File: src/rtl/lift_ctrl_scan.sv
// lift_ctrl_scan: N-floor SCAN lift controller (requests in, pass events in -> floor/door/motion/occupancy outputs), async active-low rst
module lift_ctrl_scan #(
  parameter int NUM_FLOORS  = 8,
  parameter int FLR_W       = 3,
  parameter int PASS_W      = 3,
  parameter int OCC_W       = 5,
  parameter int CAPACITY    = 12,
  parameter int MOVE_CYCLES = 3,
  parameter int DOOR_CYCLES = 4,
  parameter int FAN_THRESH  = 1
) (
  input  logic                  clk,
  input  logic                  rst,
  input  logic                  req_valid,
  input  logic [FLR_W-1:0]      req_flr,
  input  logic                  pass_valid,
  input  logic [PASS_W-1:0]     pin,
  input  logic [PASS_W-1:0]     pout,
  output logic [FLR_W-1:0]      oflr,
  output logic                  door,
  output logic                  ol,
  output logic                  fan,
  output logic                  moving,
  output logic                  dir_up,
  output logic [OCC_W-1:0]      occ,
  output logic [NUM_FLOORS-1:0] pending
);
  localparam logic [1:0] IDLE = 2'd0, MOVE = 2'd1, DOOR_OPEN = 2'd2;
  localparam logic [15:0] MC = 16'(MOVE_CYCLES), DC = 16'(DOOR_CYCLES);
  logic [1:0] state;
  logic [15:0] mtmr, dtmr;
  logic arrive, decide, here, above, below, go_same, go_other, req_ok, door_hit;
  logic [FLR_W-1:0] nflr, dflr;
  logic [NUM_FLOORS-1:0] dmask, rmask, pend_nxt;
  logic [OCC_W:0] left, sum;
  logic [OCC_W-1:0] occ_n;
  // dflr is the floor the scheduling decision is made at: the arrival floor on a move-expiry edge
  always_comb begin
    arrive = state == MOVE && mtmr == MC - 16'd1;
    nflr = dir_up ? oflr + FLR_W'(1) : oflr - FLR_W'(1);
    dflr = arrive ? nflr : oflr;
    decide = state == IDLE || arrive;
    dmask = NUM_FLOORS'(1) << dflr;
    here = |(pending & dmask);
    above = 1'b0;
    below = 1'b0;
    for (int i = 0; i < NUM_FLOORS; i++) begin
      above = above | (pending[i] && i > int'(dflr));
      below = below | (pending[i] && i < int'(dflr));
    end
    go_same = dir_up ? above : below;
    go_other = dir_up ? below : above;
    req_ok = req_valid && {1'b0, req_flr} < (FLR_W+1)'(NUM_FLOORS);
    door_hit = req_valid && state == DOOR_OPEN && req_flr == oflr;
    rmask = (req_ok && !door_hit) ? NUM_FLOORS'(1) << req_flr : '0;
    pend_nxt = (pending | rmask) & ~((decide && here) ? dmask : '0);
    left = ({1'b0, occ} >= (OCC_W+1)'(pout)) ? {1'b0, occ} - (OCC_W+1)'(pout) : '0;
    sum = left + (OCC_W+1)'(pin);
    occ_n = sum[OCC_W] ? '1 : sum[OCC_W-1:0];
  end
  always_ff @(posedge clk or negedge rst)
    if (!rst) begin
      state <= IDLE;
      oflr <= '0;
      door <= 1'b0;
      ol <= 1'b0;
      fan <= 1'b0;
      moving <= 1'b0;
      dir_up <= 1'b1;
      occ <= '0;
      pending <= '0;
      mtmr <= '0;
      dtmr <= '0;
    end else begin
      pending <= pend_nxt;
      if (decide) begin
        oflr <= dflr;
        state <= here ? DOOR_OPEN : (go_same || go_other) ? MOVE : IDLE;
        door <= here;
        moving <= !here && (go_same || go_other);
        dir_up <= (!here && !go_same && go_other) ? !dir_up : dir_up;
        mtmr <= '0;
        dtmr <= here ? DC : '0;
      end else if (state == MOVE) mtmr <= mtmr + 16'd1;
      else if (state == DOOR_OPEN) begin
        if (pass_valid) begin
          occ <= occ_n;
          ol <= {1'b0, occ_n} > (OCC_W+1)'(CAPACITY);
          fan <= occ_n >= OCC_W'(FAN_THRESH);
          dtmr <= DC;
        end else if (door_hit) dtmr <= DC;
        else if (dtmr > 16'd1) dtmr <= dtmr - 16'd1;
        else if (!ol) begin
          door <= 1'b0;
          state <= IDLE;
          dtmr <= '0;
        end else dtmr <= '0;
      end else state <= IDLE;
    end
endmodule
File: config.mk
export PLATFORM = sky130hd
export DESIGN_NAME = lift_ctrl_scan
export DESIGN_NICKNAME = d
export VERILOG_FILES = /design/src/rtl/lift_ctrl_scan.sv
export SDC_FILE = /design/constraint.sdc
export NUM_CORES = 1
export LEC_CHECK = 0
export ABC_AREA = 1
export CAP_MARGIN = 40
export CELL_PAD_IN_SITES_DETAIL_PLACEMENT = 0
export CELL_PAD_IN_SITES_GLOBAL_PLACEMENT = 1
export CORE_MARGIN = 1.5
export CORE_UTILIZATION = 45
export CTS_CLUSTER_DIAMETER = 200
export DETAILED_ROUTE_END_ITERATION = 16
export GPL_TIMING_DRIVEN = 0
export PLACE_DENSITY = 0.87
export SLEW_MARGIN = 20
export SYNTH_ARGS = -nofsm -noshare
export SYNTH_HDL_FRONTEND = slang
export SYNTH_SLANG_ARGS = --single-unit
File: constraint.sdc
create_clock -name clk -period 6.5 [get_ports clk]
set_clock_uncertainty 0.05 [all_clocks]
set_input_delay 0.975 -clock clk [delete_from_list [all_inputs] [get_ports clk]]
set_output_delay 0.975 -clock clk [all_outputs]
set_load 0.05 [all_outputs]
; ---- After elaboration in Yosys (flattened, before gate mapping)
; Cells that the tools add are included.
[word_totals]
ff_bits = 55
latchBits = 0
ramBits = 0
mem_bits_ro = 0
input_bits = 13
output_inout_bits = 21
wordCells = 138
memories = 0
[op_classes]
n_addsub = 6
n_mul = 0
div = 0
n_lt_le_gt_ge = 18
n_eq_ne = 13
n_shift = 2
n_mux = 33
n_bitwise = 18
n_reduce_logical = 37
[ops]
columns = cell, count
row1 = $mux 16, 8
row2 = $logic_and 1x1->1, 22
row3 = $add 16x1->16 const B, 1
row4 = $and 8x8->8, 2
row5 = $eq 16x2->1 const B, 1
row6 = $gt 16x1->1 const B, 1
row7 = $mux 2, 8
row8 = $mux 8, 2
row9 = $shl 1x3->8 const A, 2
row10 = $sub 16x1->16 const B, 1
row11 = $gt 3x3->1 const A, 4
row12 = $ne 3x3->1 const B, 4
row13 = $or 1x1->1, 12
row14 = $mux 1, 10
row15 = $lt 3x3->1 const A, 3
row16 = $mux 3, 3
row17 = $not 8->8, 1
row18 = $or 8x8->8, 1
row19 = $reduce_or 8->1, 1
row20 = $add 6x3->6, 1
row21 = $gt 2x3->1 const A, 2
row22 = $lt 1x3->1 const A, 2
row23 = $lt 2x3->1 const A, 2
row24 = $mux 6, 1
row25 = 22 further kinds, 32

; ---- Depth between registers and ports, before layout
; Gate-level depths: netlist of the first run.
[depth]
depth_word = 16
mapped_depth = 24
mapped_depth_nobuf = 24

; ---- Worst setup path before layout of the first run
; Ideal clock, no wire load.
[synth_path]
path_kind = input-to-reg
from = input port pout[0]
to = register ol
setup_ps = 124
arrival_ps = 3243
t_required_ps = 6326
setup_slack_ps = 3084
stages = 20
cell_sequence = ha_1 -> inv_1 -> fa_1 -> nand2_1 -> nand2_1 -> nor2_1 -> nand2_1 -> nand2_1 -> inv_1 -> ha_1 -> a21oi_1 -> nor2_1 -> nor2_1 -> nor2_1 -> nand2_1 -> or2_2 -> nand2_1 -> o21ai_0 -> nand2_1 -> o21bai_1
[synth_between]
elab_chain_len = 5
elab_cells_between_ends = 6
cone_classes = add/sub (2) / order compare (2) / mux (2)
[synth_rtl]
columns = element, line
row1 = start: declaration, 18  ; input logic [PASS_W-1:0] pout,
row2 = $sub 5x3->6 / $ge 5x3->1 (equally long branches), 57  ; left = ({1'b0, occ} >= (OCC_W+1)'(pout)) ? {1'b0, occ} - (OCC_W+1)'(pout) : '0;
row3 = $mux 6 *, 57
row4 = $add 6x3->6 *, 58  ; sum = left + (OCC_W+1)'(pin);
row5 = $mux 5 *, 59  ; occ_n = sum[OCC_W] ? '1 : sum[OCC_W-1:0];
row6 = $gt 5x4->1 *, 88  ; ol <= {1'b0, occ_n} > (OCC_W+1)'(CAPACITY);
row7 = end signal: assignment, 88
row8 = end: declaration, 21  ; output logic ol,
; Mark *: on every way between the ends. The rest lies on a longest branch, timed or not.
; A chain may end at the register's enable or synchronous reset.

; ---- Worst setup path after layout of the first run
; Same ends and word-level chain as after synthesis.

==> results of run 1 <==
through the flow:
stage,instances,utilization (%),worst slack [ps]
2_1_floorplan,490,-,3080
3_3_place_gp,624,52.7,2320
3_5_place_dp,624,52.7,2270
4_1_cts,632,54.4,2600
5_1_grt,632,54.4,2260
6_report,632,54.4,2590
registers in the layout, indices dropped and copies added, names as in the netlist:
register	cells
ol	1
dtmr	16
dir_up	1
mtmr	16
occ	5
oflr	3
fan	1
moving	1
state	2
pending	8
door	1
cells by family after synthesis:
group	count (synthesis)	synth area share, %
buffers and inverters	74	8.10
flip-flops	55	37.8
AO/OA/AOI/OAI	63	10.4
XOR/XNOR	22	5.28
AND/OR/NAND/NOR	263	33.4
adder cells (fa/ha/maj)	13	5.08
worst paths after layout:
check / slack (ps) / from / cells past startpoint / endpoint
worst max-delay path: 2590 / pout[0] / 21 / ol
worst min-delay path: 440 / dir_up / 2 / dir_up
worst max register to register: 3250 / occ[0] / 21 / ol
worst min register to register: 440 / dir_up / 2 / dir_up
max in group asynchronous: 5270 / rst / 1 / occ[4]
min in group asynchronous: 650 / rst / 1 / mtmr[11]
layer usage:
metal	vias up	part of all wire [%]
met2	67	47
met1	1543	48
li1	1666	-
met4	0	1.7
met5	-	0
met3	12	3.7
cell type report:
type / count / area share (%)
plain buffers: 6 / 0.948
inverters: 68 / 6.04
clock buffers: 6 / 1.72
flip-flops and latches: 55 / 32.6
multi-input cells: 361 / 46.7
repair buffers: 32 / 7.52
clock inverters: 2 / 1.42
well taps: 102 / 3.02
critical path: cells and delay by family:
family,cells,cell delay [ps]
simple gates,12,1160
buf+inv,3,590
compound gates,3,530
fa+ha+maj,3,770
placed cells by master, fill, tap and decap left out, types with 10 or more instances in the layout:
cell type	n
nand2_1	127
inv_1	62
nor2_1	58
dfrtp_1	54
clkdlybuf4s50_1	31
nand3_1	27
xor2_1	19
a21oi_1	15
nand4_1	14
o21ai_0	14
ha_1	10
power by group:
| part | switching (mW) | internal, mW | leakage (nW) |
|---|---|---|---|
| Combinational | 0.572 | 0.311 | 1.24 |
| Sequential | 0.0839 | 0.430 | 0.693 |
| Clock | 0.118 | 0.154 | 0.0654 |
| Total | 0.774 | 0.895 | 2.00 |
==> impl_results.md, run 1 <==
* Die width at around 93 um
* CP endpoint kind: flop
* P&R area growth vs syn at 15.9%
* Final Power at 1.67 mW
* Synth cell count leaders: nand2_1 (127), inv_1 (62), nor2_1 (58)
* CP most frequent cell: nand2_1
* I/O Pins at 34
* Worst-path maximum fanout at 3
* Area contributors post-synth: dfrtp_1 (37%), nand2_1 (13%), inv_1 (6.4%)
* Hold_buf cts at 0
* Ant. Diodes at 0
* Power Density at 395 nW/um2
* DRC Markers at 0
* Grt met1 use at 27.9%
* Asr flop ratio synth at 100%
* RSZ-0062 raised after global routing: false
* GRT Util Overall at between 20% and 30%
* Max clock buf depth at 2
* Fmax at ~260 MHz
* Critical Path AT at 4060 ps
* Crit-path cells: clkdlybuf4s50_1, ha_1, inv_1, fa_1, nand2_1, nand2_1, nor2_1, nand2_1, nand2_1, inv_1, ha_1, a21oi_1, nor2_1, nor2_1, nor2_1, nand2_1, or2_2, nand2_1, o21ai_0, nand2_1, o21bai_1
* Die footprint at 8650 um2
* Vias/cell at 5.20
* Cell variety after synth at 39
* Layout fillers at 781
* Sink Count at 55
* Hold slack at 438 ps
* Vias in the first global route at 3084
* Avg Cell Area, Syn at 7.44 um2
* Slew @ Worst Pin at a little over 700 ps
* Clk_lat worst skew at around 310 ps
* Rows at 32
* Initial core utilization at roughly 47%
* Number of setup violations in the final report at 0
* EDFF count, synth at 0
* Status: completed
* Worst-path clk slew at 100 ps
* CORE AREA at between 7000 and 8000 um2
* CTS tree: built
* Met2 Usage GRT at between 30% and 40%
* Critical path class: in2reg
* Net Count, Synth at 516
* Worst-case headroom to the max-slew limit at 52.6%
* Syn. warnings at 0
* Num CTS Buffers at 5
* Routed WL at around 8.4 mm
* Chip Height at 93.0 um
* Drt first pass iters at 4
* Setup TNS at 0 ps
* Startpoint Class: input pin
* Cell area after layout at 4220 um2
* DR WL/cell at roughly 13 um
* Max Slew Vio Count at 0
* Syn Inst Count at 490
* Post-placement cell area at 4090 um2
* LEAKAGE at ~2 nW
* Met3 Use GR at 2.60%
* Area of the multi-input gates at 1970 um2
* Count leader, synth: nand2_1
* Initial DRC count at 106
* Worst vdd ir at 0.245 mV
* Worst hold path type: reg2reg
* Area occupied by registers at 1380 um2
* Routability Congestion at approximately 0.89
* GRT busiest layer: met2
* Port bufs at 32
* Final hold vios at 0
* Layout cells sized above 1 at 8.68%
* Clk root buf: clkbuf_8
* CP required at 6650 ps
* Initial antenna violation count at 0
* Largest net degree at the start of global routing at 56
* Total grt overflow at 0
* H-tree levels at 2
* Prevailing post-synth register cell: dfrtp_1
* Yosys reg bits at 55
* Global-route wire length before repair at 14.4 mm
* Post-DRT Antenna Nets at 0
* Final HPWL DP at 6.27 mm
* Sequential fraction of the synthesis area at a little under two fifths
* Max-cap violations at 0
* Post-CTS Setup Bufs at 0
* Max stage delay cell, worst path: clkdlybuf4s50_1
* Synth top area share at 37.1%
* Min Tclk post-route at 3910 ps
* Count of nets after finishing at 555
* Yosys top cell by area: dfrtp_1
* Fin crit share at 60.1%
* Biggest cell delay along the critical path at 470 ps
* Resized cells post-CTS at 0
* Routed vias at 3288
* Post-synthesis cell area at 3650 um2
Note: power is estimated with default switching activity, not from simulation.
==> run 2: changes to the inputs <==
Settings changed: CORE_UTILIZATION 45 to 38, PLACE_DENSITY 0.87 to 0.79.
Clock period 6.5 ns to 3.43 ns, I/O delays scaled along.
==> impl_results.md, run 2 (synthesis results as in run 1) <==
* Status: completed
* Cell area after layout at 4340 um2 (+2.7%)
* Critical path class: in2reg
* Num CTS Buffers at 5 (unchanged)
* Slew @ Worst Pin at 495 ps (-216 ps)
* Hold_buf cts at 0 (unchanged)
* DRC Markers at 0 (unchanged)
* Bufs and invs on worst path at 4 (+1)
* Worst-path maximum fanout at 3 (unchanged)
* Clk_lat worst skew at 310 ps (about the same)
* Min Tclk post-route at roughly 3200 ps
* DRT met1 WL at 4.21 mm (+5.4%)
* Initial DRC count at 129 (+22%)
* Top flop regs: dtmr x16, mtmr x16, pending x8
* Routed WL at 8.33 mm (-0.87%)
* Total grt overflow at 0 (unchanged)
* Final HPWL DP at 6.25 mm (-0.29%)
* Commonest non-fill, non-tap cells in the layout: nand2_1 (121), inv_1 (60), dfrtp_1 (54)
* I/O Pins at 34 (unchanged)
* Worst vdd ir at 0.539 mV (+120%)
* Chip Height at 101 um (+8.5%)
* Fmax at between 300 and 400 MHz
* GRT Util Overall at 18.0% (-2.8 points)
* Die footprint at 10200 um2 (+18%)
* Layout cells sized above 1 at 12.5% (+3.8 points)
* H-tree levels at 2 (unchanged)
* P&R area growth vs syn at 18.9%
* CTS tree: built
* Vias/cell at 4.87 (-6.3%)
* Worst hold path type: in2async
* Max clock buf depth at 2 (unchanged)
* Number of setup violations in the final report at 0 (unchanged)
* Startpoint Class: input pin
* Critical Path AT at 3370 ps (-690 ps)
* Crit-path cells: clkdlybuf4s50_1, ha_1, inv_2, fa_2, nand2_2, nand2_1, nor2_2, nand2_2, nand2_2, inv_1, ha_1, a21oi_2, nor2_2, nor2_2, nor2_1, nand2_1, or2_4, nand2_4, inv_2, nand2_2, nor2_4, nand2_1, nand2_1, nand2_1
* Worst-path clk slew at 100 ps (about the same)
* Metal2 WL at 3.86 mm (-2.5%)
* LEAKAGE at 2.03 nW (+1.3%)
* Biggest cell delay along the critical path at 460 ps (about the same)
* Largest net degree at the start of global routing at 56 (unchanged)
* Port bufs at 32 (unchanged)
* Routed vias at 3240 (-1.5%)
* Cell family with the largest share of critical-path delay: simple AND/OR/NAND/NOR gates
* CP endpoint kind: flop
* Met3 WL at 178 um (-43%)
* Routability Congestion at 0.898 (+0.89%)
* Final Power at 3.21 mW (+92%)
* Clk root buf: clkbuf_8
* Power Density at 740 nW/um2 (+87%)
* Die width at 101 um (+8.5%)
* Max stage delay cell, worst path: clkdlybuf4s50_1
* Fin crit share at 93.6%
* Drt first pass iters at 4 (unchanged)
* Post-DRT Antenna Nets at 0 (unchanged)
* Ant. Diodes at 0 (unchanged)
* Sink Count at 55 (unchanged)
* Global-route wire length before repair at 14.7 mm (+2.3%)
* Rows at 35 (+9.4%)
* Initial core utilization at 39.3% (-7.7 points)
* Max-cap violations at 0 (unchanged)
* Setup TNS at 0 ps (unchanged)
* Initial antenna violation count at 0 (unchanged)
* Final hold vios at 0 (unchanged)
* CP required at 3590 ps (-3060 ps)
* Count of nets after finishing at 561 (+1.1%)
* Most common cell after layout, fill and taps aside: nand2_1
* DR WL/cell at 12.5 um (-5.8%)
* Max Slew Vio Count at 0 (unchanged)
* Vias in the first global route at 3076 (-0.26%)
* CP most frequent cell: nand2_1
* Worst-case headroom to the max-slew limit at 66.7% (+14 points)
* Final Core Density at 46.7% (-7.7 points)
* Post-placement cell area at 4150 um2 (+1.5%)
* CORE AREA at 9280 um2 (+20%)
* Highest routing layer actually used: met4
* Layout fillers at 981 (+26%)
==> run 2: metrics by stage <==
step	worst slack, ps	std cells	hold slack, ps
after floorplan	294	490	169
after global placement	-285	651	418
after detailed placement	-332	652	423
after CTS	10.7	660	131
after global routing	-20.0	665	137
final	220	665	122
==> run 2: worst paths after layout <==
kind / cells after the start / endpoint / slack, ps / start
hold reg to reg: 2 / dir_up / 440 / dir_up
setup / recovery: 24 / fan / 220 / pout[0]
setup reg to reg: 24 / fan / 420 / occ[0]
hold / removal: 2 / mtmr[11] / 120 / rst
min in group clk: 2 / dir_up / 440 / dir_up
max in group asynchronous: 2 / dir_up / 2930 / rst
==> run 2: where the power goes <==
| group | total [mW] | internal (mW) | switching [mW] |
|---|---|---|---|
| Clock | 0.397 | 0.185 | 0.212 |
| Combinational | 1.84 | 0.696 | 1.14 |
| Sequential | 0.973 | 0.815 | 0.159 |
| Total | 3.21 | 1.70 | 1.51 |
==> run 2: repair_timing <==
item,CTS,global route
buffers inserted,0,5
setup endpoints to repair,0,7
resized for setup,0,19
==> run 2: metal layers <==
metal / vias to the layer above / GRT usage [%]
met1: 1517 / 25.9
met2: 41 / 28.8
met4: 0 / 4.49
met5: - / 0
met3: 7 / 2.29
li1: 1675 / -
==> run 2: final cells by class <==
class	instances	area [um2]	area share [%]
multi-input cells	361	2020	46.6
clock buffers	8	100	2.31
flip-flops and latches	55	1380	31.8
inverters	68	255	5.89
repair buffers	38	383	8.83
well taps	129	161	3.72
plain buffers	6	40.0	0.923
==> run 3: changes to the inputs <==
Settings changed: SKIP_CTS_REPAIR_TIMING from default to 1.
==> results of run 3 <==
The final DEF is identical to that of run 2; final timing and power are the same.
